### config.mk
export PLATFORM = sky130hd
export DESIGN_NAME = mem_arbiter_flat
export DESIGN_NICKNAME = d
export VERILOG_FILES = /design/src/rtl/mem_arb_pkg.sv /design/src/rtl/mem_arbiter_if.sv /design/src/rtl/mem_arb_watchdog.sv /design/src/rtl/mem_arbiter.sv /design/src/flat_wrapper.sv
export SDC_FILE = /design/constraint.sdc
export NUM_CORES = 1
export LEC_CHECK = 0
export CORE_MARGIN = 3
export CORE_UTILIZATION = 34
export CTS_CLUSTER_DIAMETER = 40
export DETAILED_ROUTE_END_ITERATION = 12
export GPL_ROUTABILITY_DRIVEN = 0
export GPL_TIMING_DRIVEN = 0
export PLACE_DENSITY_LB_ADDON = 0.08
export SLEW_MARGIN = 10
export SYNTH_ARGS = -nofsm -noshare
export SYNTH_HDL_FRONTEND = slang
export SYNTH_SLANG_ARGS = --single-unit
### constraint.sdc
create_clock -name clk -period 1.95 [get_ports clk]
set_input_delay 0.2925 -clock clk [delete_from_list [all_inputs] [get_ports clk]]
set_output_delay 0.2925 -clock clk [all_outputs]
set_load 0.01 [all_outputs]
### src/rtl/mem_arb_pkg.sv
// Shared types and constants for the instruction/data memory arbiter.
// The optional watchdog is enabled by defining MEM_ARB_TIMEOUT_EN.
package mem_arb_pkg;

    typedef enum logic [1:0] {
        IDLE  = 2'b00,
        IBUSY = 2'b01,
        DBUSY = 2'b10
    } state_e;

    localparam int unsigned AW_DEF      = 32;
    localparam int unsigned DW_DEF      = 32;
    localparam int unsigned STREAK_W    = 4;
    localparam int unsigned TIMEOUT_DEF = 64;
    localparam int unsigned TO_W        = $clog2(TIMEOUT_DEF + 1);

endpackage

### src/rtl/mem_arbiter_if.sv
// Single-port memory bus between the arbiter (master) and the unified memory (slave).
interface mem_arbiter_if
    import mem_arb_pkg::*;
#(
    parameter int unsigned AW = AW_DEF,
    parameter int unsigned DW = DW_DEF
);
    logic          mreq;
    logic          mwe;
    logic [AW-1:0] maddr;
    logic [DW-1:0] mwdata;
    logic [DW-1:0] mrdata;
    logic          mack;

    modport master (
        output mreq,
        output mwe,
        output maddr,
        output mwdata,
        input  mrdata,
        input  mack
    );

    modport slave (
        input  mreq,
        input  mwe,
        input  maddr,
        input  mwdata,
        output mrdata,
        output mack
    );
endinterface

### src/rtl/mem_arb_watchdog.sv
// Busy-cycle watchdog: flags a transaction that never sees mack and holds err until reset.
// Only instantiated when MEM_ARB_TIMEOUT_EN is defined.
module mem_arb_watchdog
    import mem_arb_pkg::*;
#(
    parameter int unsigned TIMEOUT = TIMEOUT_DEF
) (
    input  logic clk,
    input  logic reset,
    input  logic busy,
    input  logic mack,
    output logic expire,
    output logic err
);
    localparam int unsigned CntW = $clog2(TIMEOUT + 1);

    logic [CntW-1:0] cnt_q, cnt_d;
    logic            err_q, err_d;

    // Fires in the TIMEOUT-th busy cycle; a mack in that same cycle still wins.
    assign expire = busy && !mack && (cnt_q == CntW'(TIMEOUT - 1));
    assign err    = err_q;

    always_comb begin
        cnt_d = '0;
        err_d = err_q | expire;
        if (busy && !mack && !expire) begin
            cnt_d = cnt_q + 1'b1;
        end
    end

    always_ff @(posedge clk) begin
        if (!reset) begin
            cnt_q <= '0;
            err_q <= 1'b0;
        end else begin
            cnt_q <= cnt_d;
            err_q <= err_d;
        end
    end
endmodule

### src/rtl/mem_arbiter.sv
// Arbitrates the unified memory between fetch and data ports; data has priority with a
// starvation guard for fetch. Optional watchdog under MEM_ARB_TIMEOUT_EN.
module mem_arbiter
    import mem_arb_pkg::*;
#(
    parameter int unsigned AW         = AW_DEF,
    parameter int unsigned DW         = DW_DEF,
    parameter int unsigned STARVE_MAX = 4
`ifdef MEM_ARB_TIMEOUT_EN
    ,
    parameter int unsigned TIMEOUT    = TIMEOUT_DEF
`endif
) (
    input  logic                clk,
    input  logic                reset,
    input  logic                ireq,
    input  logic [AW-1:0]       iaddr,
    output logic                iready,
    output logic [DW-1:0]       irdata,
    input  logic                dreq,
    input  logic                dwe,
    input  logic [AW-1:0]       daddr,
    input  logic [DW-1:0]       dwdata,
    output logic                dready,
    output logic [DW-1:0]       drdata,
    mem_arbiter_if.master       mem,
    output logic                stall_if,
    output logic                stall_mem,
    output logic                err
);
    localparam logic [STREAK_W-1:0] StarveLim = STREAK_W'(STARVE_MAX);

    state_e              state_q, state_d;
    logic [STREAK_W-1:0] dstreak_q, dstreak_d;
    logic [AW-1:0]       addr_q;
    logic [DW-1:0]       wdata_q;
    logic                we_q;
    logic                grant_i, grant_d;
    logic                expire;

`ifdef MEM_ARB_TIMEOUT_EN
    mem_arb_watchdog #(
        .TIMEOUT (TIMEOUT)
    ) u_watchdog (
        .clk    (clk),
        .reset  (reset),
        .busy   (state_q != IDLE),
        .mack   (mem.mack),
        .expire (expire),
        .err    (err)
    );
`else
    assign expire = 1'b0;
    assign err    = 1'b0;
`endif

    always_comb begin
        state_d = state_q;
        grant_i = 1'b0;
        grant_d = 1'b0;
        iready  = 1'b0;
        dready  = 1'b0;
        unique case (state_q)
            IDLE: begin
                if (!err) begin
                    if (dreq && !(ireq && dstreak_q == StarveLim)) begin
                        grant_d = 1'b1;
                    end else if (ireq) begin
                        grant_i = 1'b1;
                    end
                end
            end
            IBUSY: begin
                if (mem.mack) begin
                    iready  = 1'b1;
                    state_d = IDLE;
                end else if (expire) begin
                    state_d = IDLE;
                end
            end
            DBUSY: begin
                if (mem.mack) begin
                    dready  = 1'b1;
                    state_d = IDLE;
                end else if (expire) begin
                    state_d = IDLE;
                end
            end
            default: state_d = IDLE;
        endcase
        if (grant_d) begin
            state_d = DBUSY;
        end else if (grant_i) begin
            state_d = IBUSY;
        end
    end

    // Streak counts data wins that made a waiting fetch wait; saturates at the limit.
    always_comb begin
        dstreak_d = dstreak_q;
        if (grant_i || (state_q == IDLE && !ireq)) begin
            dstreak_d = '0;
        end else if (grant_d && ireq && dstreak_q != StarveLim) begin
            dstreak_d = dstreak_q + 1'b1;
        end
    end

    always_ff @(posedge clk) begin
        if (!reset) begin
            state_q   <= IDLE;
            dstreak_q <= '0;
            addr_q    <= '0;
            wdata_q   <= '0;
            we_q      <= 1'b0;
        end else begin
            state_q   <= state_d;
            dstreak_q <= dstreak_d;
            if (grant_d) begin
                addr_q  <= daddr;
                wdata_q <= dwdata;
                we_q    <= dwe;
            end else if (grant_i) begin
                addr_q  <= iaddr;
                wdata_q <= '0;
                we_q    <= 1'b0;
            end
        end
    end

    assign mem.mreq   = (state_q != IDLE);
    assign mem.mwe    = we_q;
    assign mem.maddr  = addr_q;
    assign mem.mwdata = wdata_q;
    assign irdata     = mem.mrdata;
    assign drdata     = mem.mrdata;
    assign stall_if   = ireq && !iready;
    assign stall_mem  = dreq && !dready;
endmodule

### src/flat_wrapper.sv
// flat-port wrapper written by rule: the top's interface ports become plain ports
module mem_arbiter_flat import mem_arb_pkg::*;
#(
    parameter int unsigned AW         = AW_DEF,
    parameter int unsigned DW         = DW_DEF,
    parameter int unsigned STARVE_MAX = 4

)
  (clk, reset, ireq, iaddr, iready, irdata, dreq, dwe, daddr, dwdata, dready, drdata, stall_if, stall_mem, err, mem_mreq, mem_mwe, mem_maddr, mem_mwdata, mem_mrdata, mem_mack);
  mem_arbiter_if #(.AW(AW), .DW(DW)) mem_i ();
  input  logic clk;
  input  logic reset;
  input  logic ireq;
  input  logic [AW-1:0] iaddr;
  output logic iready;
  output logic [DW-1:0] irdata;
  input  logic dreq;
  input  logic dwe;
  input  logic [AW-1:0] daddr;
  input  logic [DW-1:0] dwdata;
  output logic dready;
  output logic [DW-1:0] drdata;
  output logic stall_if;
  output logic stall_mem;
  output logic err;
  output wire logic [$bits(mem_i.mreq)-1:0] mem_mreq;
  output wire logic [$bits(mem_i.mwe)-1:0] mem_mwe;
  output wire logic [$bits(mem_i.maddr)-1:0] mem_maddr;
  output wire logic [$bits(mem_i.mwdata)-1:0] mem_mwdata;
  input wire logic [$bits(mem_i.mrdata)-1:0] mem_mrdata;
  input wire logic [$bits(mem_i.mack)-1:0] mem_mack;
  assign mem_mreq = mem_i.mreq;
  assign mem_mwe = mem_i.mwe;
  assign mem_maddr = mem_i.maddr;
  assign mem_mwdata = mem_i.mwdata;
  assign mem_i.mrdata = mem_mrdata;
  assign mem_i.mack = mem_mack;
  mem_arbiter #(.AW(AW), .DW(DW), .STARVE_MAX(STARVE_MAX)) u_core (.clk(clk), .reset(reset), .ireq(ireq), .iaddr(iaddr), .iready(iready), .irdata(irdata), .dreq(dreq), .dwe(dwe), .daddr(daddr), .dwdata(dwdata), .dready(dready), .drdata(drdata), .mem(mem_i), .stall_if(stall_if), .stall_mem(stall_mem), .err(err));
endmodule
==> metrics.md <==
| Metric | Value |
|---|---|
| Area contributors post-synth | dfxtp_1 41%, buf_4 14%, a32oi_1 8.3%, o21ai_0 6.3%, a31oi_1 5.9% |
| Sw Share | between 20% and 30% |
| PwrDens | 681 nW/um2 |
| CORE AREA | 9910 um2 |
| Most common cell in the synthesized netlist | dfxtp_1 |
| Via/cell ratio | 5.05 |
| I/O pin total | 269 |
| Reg clk slew, reported paths | roughly 0.08 ns |
| Die W | 107 um |
| Compound-Gate Fraction of Synth Area | between 20% and 30% |
| Combinational share of power | 30.5% |
| Max_cap viols | 0 |
| N_diodes | 0 |
| Post-Syn Area | ~3500 um2 |
| Crit share post-route | 95.5% |
| Yosys warns | 0 |
| Rows | 36 |
| Worst setup margin | 0.0868 ns |
| Avg WL per Cell | 16.8 um |
| Final Net Count | 803 |
| XOR/XNOR Fraction of Synth Area | 0% |
| Startpoint of the worst hold path | u_core.mem.mwe |
| PortBufs | approximately 240 |
| Non-Filler Cell Area, Final | 6240 um2 |
| Critical Path Source | u_core.state_q[1] |
| # setup viols final | 0 |
| Final Hold Vio Count | 0 |
| Gr ovfl total | 0 |
| Main synth FF type | dfxtp_1 |
| Syn_area_per_cell | 8.37 um2 |
| Fraction of registers with async set/reset | 0% |
| Share of post-route cells with drive strength above 1 | 15.5% |
| Synth top cells by count | 71 x dfxtp_1, 67 x buf_4, 44 x o21ai_0 |
| Area after DPL | 6020 um2 |
| Synthesized instance count | 418 |
| CTS tree | yes |
| CTS Root Cell | clkbuf_8 |
| Synth cell types | 28 |
| Simple-gate share of the synthesized area | slightly above 8% |
| Number of global-route vias before repair | ~4000 |
| Cell leakage power | between 2 and 2.5 nW |
| Initial core utilization | approximately a third |
| Clk pwr share | 30.7% |
| Biggest area consumer among synthesized cells | dfxtp_1 |
| Clock Tree Buf Depth | 2 |
| Outcome | complete, no violations |
| Worst Setup End Kind | primary output |
| Largest net degree at the start of global routing | 14 |
| Seq/Total Area, Yosys | 40.6% |
| EDFF count, synth | 0 |
| Fin crit period | 1.86 ns |
| First-pass GRT wire length | 20.7 mm |
| Slew Viols, Final | 0 |
| Clock latency on the worst-skew pair | around 0.35 ns |
| Unrepaired setup endpoints after global routing | no |
| Sink Count | between 70 and 80 |
| Setup WS pre-CTS | -0.120 ns |
| Clk_skew | just over 0.007 ns |
| Synthesized flop and latch total | 71 |
| Die Ht | 107 um |
| Worst reg-to-reg setup slack | 0.17 ns |
| Via count | 4053 |
| Required @ worst endpoint | 1.66 ns |
| P_sw | around 1.2 mW |
| Post-synthesis mux area share | 0% |
| VDD IR max | 448 uV |
| Reg2reg start | u_core.state_q[0] |
| DRC | 0 |
| Pre-antenna DRT Iters | 4 |
| DRT iter0 DRCs | 168 |
| Final WL | approximately 13 mm |
| Critical Path AT | 1.57 ns |
| Worst setup SP type | flop |
| Layout fillers | 879 |
| Crit path kind | reg2out |
| Main combinational cell family by area after synthesis | compound AO/OA/AOI/OAI gates |
| Post-synthesis net count | 557 |
| Final HPWL DP | roughly 11 mm |
| CTS Hold Bufs | 0 |
| Hold WC Path Type | reg2reg |
| Antenna Nets Post-Route | 0 |
| Gr usage total | between 20% and 30% |
| TritonCTS Buffers | 9 |
| Die area | around 12000 um2 |
| Synth Area in Adders | under 10% |
| Pint | about 3.1 mW |
| Initial antenna violation count | 0 |
| Fmax | 0.537 GHz |
| Area grow syn2layout | 78.4% |
| Seq pwr share | between 30% and 40% |
| Synth top area share | 40.6% |
| Post-CTS Setup Bufs | 0 |
| Worst-path fanout max | 3 |
| H-Tree Depth | 3 |
-- critical path, stage by stage, from the launching register on --
cell	delay, ns
dfxtp_1	0.36
inv_1	0.07
ha_1	0.17
and2_1	0.15
clkdlybuf4s50_1	0.48
-- layout make-up --
class,instances,area [um2],area share [%]
Clock inverter,7,96.3,1.54
Inverter,6,22.5,0.361
Timing Repair Buffer,235,2350,37.6
Sequential cell,71,1420,22.8
Multi-Input combinational cell,238,1400,22.4
Buffer,103,667,10.7
Tap cell,133,166,2.67
Clock buffer,9,124,1.99
-- layer usage --
metal	global-route usage (%)	wire (um)	vias to the layer above	part of all wire (%)
met4	7.94	259	0	1.9
met1	26.6	5440	1906	40
met2	38.5	6540	185	48
met5	0	0	-	0
met3	6.48	1260	21	9.3
li1	-	-	1941	-
-- what timing repair did --
item                       CTS  global route
setup endpoints to repair    3             9
cloned                       0             0
resized for setup            4             8
-- flip-flops by register name (all words and copies together) (netlist names) --
name	flops
u_core.state_q	2
u_core.mem.mwe	1
u_core.dstreak_q	4
u_core.mem.mwdata	32
u_core.mem.maddr	32
-- cell families (layout without fill, tap and decap cells) --
group	count (synthesis)	after routing
AOI/OAI and AO/OA	174	174
buffers and inverters	109	360
DFF	71	71
and+or+nand+nor	58	58
adders and majority gates	5	5
other	1	1
-- worst paths after layout --
check                                            end  cells after the start
worst min-delay path                  u_core.mem.mwe                      2
worst max-delay path                          iready                      4
worst max register to register  u_core.mem.maddr[10]                      8
worst min register to register        u_core.mem.mwe                      2
-- through the flow --
step | setup TNS (ns) | power, mW | hold slack [ns] | util, % | std cells
finish | 0 | 4.25 | 0.487 | 63.0 | 802
global route | 0 | 4.45 | 0.509 | 63.0 | 802
CTS | 0 | 4.28 | 0.494 | 62.9 | 802
detailed placement | -1.91 | 2.98 | 0.475 | 60.7 | 786
global placement | -0.867 | 2.96 | 0.464 | 60.7 | 786
floorplan | 0 | 2.24 | 0.431 | - | 418
-- power groups by stage --
stage / Clock (mW) / Sequential, mW / Combinational [mW]
2_1_floorplan: 0 / 1.73 / 0.511
3_3_place_gp: 0 / 1.67 / 1.29
3_5_place_dp: 0 / 1.68 / 1.30
4_1_cts: 1.33 / 1.65 / 1.30
5_1_grt: 1.39 / 1.66 / 1.40
6_report: 1.31 / 1.65 / 1.30
-- cells in the final DEF, fill, tap and decap left out, drive strengths merged --
master / n
bufinv: 2
inv: 7
o21ai: 67
ha: 5
dlygate4sd2: 2
a31oi: 33
a21oi: 37
nand2: 6
nand4: 3
o211ai: 1
clkdlybuf4s50: 231
nor3b: 1
nand2b: 1
or4: 1
nor2: 33
nand3b: 1
a211oi: 1
and2: 4
dfxtp: 71
clkinvlp: 3
a32oi: 33
and4b: 1
buf: 82
clkbuf: 31
a21o: 1
nor2b: 4
o21a: 1
dlymetal6s2s: 1
clkinv: 1
nand4b: 3
conb: 1
No activity file was read; power rests on OpenSTA's default activity.
